## src/rtl/regfile_pkg.sv

```systemverilog
// Shared types, defaults and the boot-value rule for the multiport register file.
package regfile_pkg;

  localparam int DATA_W_DEF = 32;
  localparam int ADDR_W_DEF = 5;
  localparam logic [31:0] PROT_MASK_DEF = 32'h0C00_0001;

  typedef enum logic {
    ST_INIT,
    ST_RUN
  } state_t;

  function automatic logic [31:0] boot_value(
    input logic [31:0] idx,
    input logic        prot,
    input logic [31:0] sp_index,
    input logic [31:0] sp_init,
    input logic [31:0] lo,
    input logic [31:0] hi,
    input logic [31:0] off
  );
    if (prot) return '0;
    if (idx == sp_index) return sp_init;
    if (idx >= lo && idx <= hi) return idx + off;
    return '0;
  endfunction

endpackage

```

## src/rtl/regfile_init_seq.sv

```systemverilog
// Post-reset sweep: loads one register per cycle with its boot value,
// then hands the array over to the run-time write ports.
module regfile_init_seq
  import regfile_pkg::*;
#(
  parameter int DATA_W = DATA_W_DEF,
  parameter int ADDR_W = ADDR_W_DEF,
  parameter logic [2**ADDR_W-1:0] PROT_MASK = PROT_MASK_DEF,
  parameter int SP_INDEX = 29,
  parameter int SP_INIT = 1023,
  parameter int INIT_LO = 2,
  parameter int INIT_HI = 25,
  parameter int INIT_OFFSET = 100
) (
  input  logic              clk,
  input  logic              rst,
  output logic              ready,
  output logic              init_busy,
  output logic              init_we,
  output logic [ADDR_W-1:0] init_addr,
  output logic [DATA_W-1:0] init_data
);

  state_t state, state_next;
  logic [ADDR_W-1:0] idx, idx_next;

  always_ff @(posedge clk or posedge rst) begin
    if (rst) begin
      state <= ST_INIT;
      idx   <= '0;
    end else begin
      state <= state_next;
      idx   <= idx_next;
    end
  end

  always_comb begin
    state_next = state;
    idx_next   = idx;
    if (state == ST_INIT) begin
      idx_next = idx + 1'b1;
      if (idx == {ADDR_W{1'b1}}) state_next = ST_RUN;
    end
  end

  assign ready     = (state == ST_RUN);
  assign init_busy = ~ready;
  assign init_we   = (state == ST_INIT);
  assign init_addr = idx;
  assign init_data = DATA_W'(boot_value(32'(idx), PROT_MASK[idx],
                                        32'(SP_INDEX), 32'(SP_INIT),
                                        32'(INIT_LO), 32'(INIT_HI),
                                        32'(INIT_OFFSET)));

endmodule

```

## src/rtl/regfile_multiport.sv

```systemverilog
// Register file: two prioritised write ports (B wins), NUM_READ registered reads.
// Optional write-to-read forwarding when REGFILE_BYPASS_EN is defined.
module regfile_multiport
  import regfile_pkg::*;
#(
  parameter int DATA_W = DATA_W_DEF,
  parameter int ADDR_W = ADDR_W_DEF,
  parameter int NUM_READ = 2,
  parameter logic [2**ADDR_W-1:0] PROT_MASK = PROT_MASK_DEF,
  parameter int SP_INDEX = 29,
  parameter int SP_INIT = 1023,
  parameter int INIT_LO = 2,
  parameter int INIT_HI = 25,
  parameter int INIT_OFFSET = 100
) (
  input  logic                                Clk,
  input  logic                                Rst,
  input  logic                                WEnA,
  input  logic [ADDR_W-1:0]                   WAddrA,
  input  logic signed [DATA_W-1:0]            WDataA,
  input  logic                                WEnB,
  input  logic [ADDR_W-1:0]                   WAddrB,
  input  logic signed [DATA_W-1:0]            WDataB,
  input  logic [NUM_READ*ADDR_W-1:0]          ReadReg,
  output logic signed [NUM_READ*DATA_W-1:0]   ReadData,
  output logic                                Ready,
  output logic                                ProtViolation,
  output logic                                InitBusy
);

  localparam int DEPTH = 2**ADDR_W;

  logic [DATA_W-1:0] regs [DEPTH];
  logic              init_we;
  logic [ADDR_W-1:0] init_addr;
  logic [DATA_W-1:0] init_data;
  logic              wa_ok, wb_ok, pv_next;
  logic [NUM_READ*DATA_W-1:0] rd_next;

  regfile_init_seq #(
    .DATA_W(DATA_W), .ADDR_W(ADDR_W), .PROT_MASK(PROT_MASK),
    .SP_INDEX(SP_INDEX), .SP_INIT(SP_INIT), .INIT_LO(INIT_LO),
    .INIT_HI(INIT_HI), .INIT_OFFSET(INIT_OFFSET)
  ) u_init (
    .clk(Clk), .rst(Rst), .ready(Ready), .init_busy(InitBusy),
    .init_we(init_we), .init_addr(init_addr), .init_data(init_data)
  );

  assign wa_ok   = WEnA && !PROT_MASK[WAddrA];
  assign wb_ok   = WEnB && !PROT_MASK[WAddrB];
  assign pv_next = (WEnA && PROT_MASK[WAddrA]) || (WEnB && PROT_MASK[WAddrB]);

  // B is written last so it wins a same-address collision.
  always_ff @(posedge Clk) begin
    if (init_we) begin
      regs[init_addr] <= init_data;
    end else begin
      if (wa_ok) regs[WAddrA] <= WDataA;
      if (wb_ok) regs[WAddrB] <= WDataB;
    end
  end

  always_comb begin
    rd_next = '0;
    for (int k = 0; k < NUM_READ; k++) begin
`ifdef REGFILE_BYPASS_EN
      if (wb_ok && WAddrB == ReadReg[k*ADDR_W +: ADDR_W])
        rd_next[k*DATA_W +: DATA_W] = WDataB;
      else if (wa_ok && WAddrA == ReadReg[k*ADDR_W +: ADDR_W])
        rd_next[k*DATA_W +: DATA_W] = WDataA;
      else
        rd_next[k*DATA_W +: DATA_W] = regs[ReadReg[k*ADDR_W +: ADDR_W]];
`else
      rd_next[k*DATA_W +: DATA_W] = regs[ReadReg[k*ADDR_W +: ADDR_W]];
`endif
    end
  end

  always_ff @(posedge Clk or posedge Rst) begin
    if (Rst) begin
      ReadData      <= '0;
      ProtViolation <= 1'b0;
    end else if (init_we) begin
      ReadData      <= '0;
      ProtViolation <= 1'b0;
    end else begin
      ReadData      <= rd_next;
      ProtViolation <= pv_next;
    end
  end

endmodule

```

## config.mk

```make
export PLATFORM = sky130hd
export DESIGN_NAME = regfile_multiport
export DESIGN_NICKNAME = d
export VERILOG_FILES = /design/src/rtl/regfile_pkg.sv /design/src/rtl/regfile_init_seq.sv /design/src/rtl/regfile_multiport.sv
export SDC_FILE = /design/constraint.sdc
export NUM_CORES = 2
export LEC_CHECK = 0
export BUFFER_PORTS_ARGS = -buffer_cell sky130_fd_sc_hd__buf_2
export CAP_MARGIN = 10
export CORE_UTILIZATION = 45
export DETAILED_ROUTE_END_ITERATION = 8
export PLACE_DENSITY = 0.59
export SETUP_SLACK_MARGIN = 0.02
export SLEW_MARGIN = 20
export SYNTH_ARGS = -nofsm -noshare
export SYNTH_HDL_FRONTEND = slang
export SYNTH_SLANG_ARGS = --single-unit
export TNS_END_PERCENT = 5
```

## constraint.sdc

```tcl
create_clock -name Clk -period 7 [get_ports Clk]
set_clock_uncertainty 0.15 [all_clocks]
set_input_delay 1.4 -clock Clk [delete_from_list [all_inputs] [get_ports Clk]]
set_output_delay 1.4 -clock Clk [all_outputs]
set_load 0.02 [all_outputs]
```

==> flow_summary.json <==
{
  "die_h_um": 368.5,
  "worstPathArrival_ns": 4.58,
  "netlist_top_cells_area": "edfxtp_1, mux4_2, o21ai_0",
  "ys_seq_area_share_pct": 53.82,
  "fp-row-count": 134,
  "syn_area_per_cell_um2": 12.27,
  "viasPerCell": 6.749,
  "wire_per_inst_um": 34.59,
  "worst-setup-path-type": "input port to flip-flop",
  "drt-initial-drc-count": 7279,
  "hold_path.class": "flip-flop to flip-flop",
  "synth_largest_area_cell": "edfxtp_1",
  "grt_start_max_net_pins": 77,
  "cts_tree": "done",
  "slew_headroom_pct": 18.68,
  "gp_congestion": 0.8877,
  "hold_violations": 0,
  "cts.clk_slew.worst_paths_ns": 0.06,
  "first_pass_iters": 6,
  "p_seq_share_pct": 47.7,
  "swShare_pct": 25.38,
  "rr_startpoint": "u_init.ready",
  "syn-num-nets": 5021,
  "htreeDepth": 3,
  "insertion_delay_ns": 0.76,
  "ys.flop_type": "edfxtp_1",
  "slew_viol_final": 0,
  "finalNetCount": 4870,
  "die_x_um": 368.5,
  "worstRegToRegCells": 7,
  "clock_power_share_pct": 41.4,
  "critPathLaunchType": "input port",
  "hold_slack_ns": 0.4923,
  "final.min_clock_period_ns": 4.287,
  "r2r_setup_slack_ns": 2.93,
  "syn_area_mm2": 0.06044,
  "clock-sinks": 1095,
  "antenna_found_initial": 11,
  "postSynthCellCount": 4924,
  "cts_buffers": 115,
  "required_ns": 7.29,
  "rr_endpoint": "regs[31][5]",
  "switchingPower_w": 0.003897,
  "grt_pass1_wl_um": 320500,
  "post_cts_buffers": 0,
  "synth_edf_count": 1024,
  "die-area_mm2": 0.1358,
  "power_frac_comb_pct": 10.9,
  "ys_warn_count": 0,
  "holdBufCountCts": 0,
  "worstMarginPinSlew_ns": 1.204,
  "first_global_vias": 42610,
  "route.detailed.drc": 0,
  "synth_most_common_cell": "edfxtp_1",
  "finalSetupTns_ns": 0,
  "port_buffers": 154,
  "maxCapViolations": 0,
  "track_usage_pct": 33.43,
  "synth_seq_cells": 1095,
  "postLayoutCoreUtil_pct": 50.16,
  "max-vdd-ir-drop_uv": 180.6,
  "async_flop_share_pct": 6.484,
  "status": "finished clean",
  "ys_types": 56,
  "cp-end-kind": "flip-flop",
  "fmax_mhz": 233.3,
  "drive_above_1_share_pct": 22.37,
  "netlist_top_cells_count": "edfxtp_1, nand2_1, o21ai_0, mux4_2, clkbuf_1",
  "p_per_area_mw_per_mm2": 229.6,
  "cts.repair.resized": 0,
  "vias": 44840,
  "fin_crit_sh_pct": 61.24,
  "area_growth_pct": 10.63,
  "routed_wl_um": 229800,
  "setup_violations": 0,
  "intPower_w": 0.01146,
  "hold_start": "u_init.init_addr[0]",
  "min_path_cells": 1,
  "start_util_pct": 45.34,
  "cp_max_fo": 42,
  "ant_nets": 0,
  "io_pins": 155,
  "overflow": 0,
  "holdPathEnd": "u_init.init_addr[0]",
  "hpwl_um": 140300,
  "core_area_mm2": 0.1333,
  "leakagePower_nw": 23.92,
  "clock-root-buffer": "clkbuf_16",
  "cts_buffer_depth": 3,
  "rsz0062_at_grt": "no",
  "synth_top_cell_area_share_pct": 50.88
}
## cell type report
| class | count | area [um2] |
|---|---|---|
| Antenna cell | 3 | 7.507 |
| Clock buffer | 163 | 3212 |
| Clock inverter | 54 | 596.8 |
| Fill cell | 11460 | 66430 |
| Inverter | 101 | 381.6 |
| Multi-Input combinational cell | 3158 | 25740 |
| Sequential cell | 1095 | 32530 |
| Tap cell | 1768 | 2212 |
| Timing Repair Buffer | 302 | 2187 |
## layer usage
| metal | share of wire, % | up-vias | GRT usage (%) |
|---|---|---|---|
| li1 | - | 18420 | - |
| met1 | 37 | 22540 | 45.28 |
| met2 | 45 | 3301 | 50.93 |
| met3 | 12 | 570 | 7.402 |
| met4 | 5.6 | 6 | 16.57 |
| met5 | 0.017 | - | 0 |
## power by group through the flow
stage	registers (W)	logic (W)	clock network [W]
after floorplan	0.00750	0.000980	0
after global placement	0.00746	0.00161	0
after detailed placement	0.00746	0.00164	0
after CTS	0.00732	0.00164	0.00636
after global routing	0.00733	0.00174	0.00658
final	0.00732	0.00167	0.00636
## how the worst max path moves through the flow
stage                          from           to  cells after the start
after global placement    WAddrA[3]  regs[20][3]                      6
after CTS                 WAddrA[3]  regs[25][2]                      8
after global routing      WAddrA[3]  regs[22][2]                      8
after floorplan           WAddrA[4]  regs[16][0]                      9
after detailed placement  WAddrA[3]  regs[31][2]                      8
final                     WAddrA[3]  regs[31][5]                      8
## stage by stage
step / cell area [um2] / std cells / setup WS (ns) / power [W]
2_1_floorplan: 60440 / 4924 / 1.281 / 0.008478
3_3_place_gp: 62790 / 6413 / 2.094 / 0.009070
3_5_place_dp: 62970 / 6421 / 2.019 / 0.009095
4_1_cts: 66770 / 6638 / 2.804 / 0.01532
5_1_grt: 66860 / 6644 / 2.601 / 0.01565
6_report: 66860 / 6644 / 2.713 / 0.01535
## placed cells by master (no fill, tap or decap), drive strengths merged, types with 2 or more instances in the layout
master | synthesis | layout
diode | 0 | 3
or2 | 3 | 3
bufinv | 0 | 12
a31oi | 4 | 4
a22o | 26 | 26
o211a | 29 | 29
and2 | 6 | 6
a2111oi | 46 | 46
o21ai | 684 | 684
o22ai | 83 | 83
clkbuf | 392 | 163
ha | 9 | 9
edfxtp | 1024 | 1024
inv | 101 | 105
buf | 178 | 302
xnor2 | 3 | 3
and3 | 7 | 7
a41oi | 4 | 4
clkinvlp | 0 | 3
mux4 | 422 | 422
nand3 | 43 | 43
a221oi | 2 | 2
nor2 | 280 | 280
a211oi | 13 | 13
clkinv | 0 | 35
mux2i | 269 | 269
nand2b | 6 | 6
nor3 | 9 | 9
or3 | 4 | 4
nand3b | 3 | 3
mux2 | 99 | 99
a221o | 23 | 23
nor2b | 24 | 24
dfrtp | 71 | 71
nor4 | 24 | 24
nand2 | 702 | 702
a22oi | 57 | 57
a21oi | 260 | 260
## critical path, stage by stage
cell      delay [ns]
buf_2           0.17
and4b_1         0.25
a211oi_4        0.55
buf_4           0.72
nor2_4          0.18
a221oi_4        0.77
buf_4           0.40
a21oi_1         0.10
## sequential cells by signal, summed over array words and instances, names as in the netlist
name and flops:
u_init.ready 1, ProtViolation 1, regs 1024, u_init.init_addr 5, ReadData 64
## cells by family after synthesis
logic type                 share of synthesized area [%]
DFF                                                53.82
and+or+nand+nor                                    7.500
AOI/OAI and AO/OA                                  11.75
xor gates and xnor gates                         0.04348
buffers and inverters                              4.685
adders and majority gates                         0.1863
muxes                                              22.02
Power figures use the tool's default switching activity.
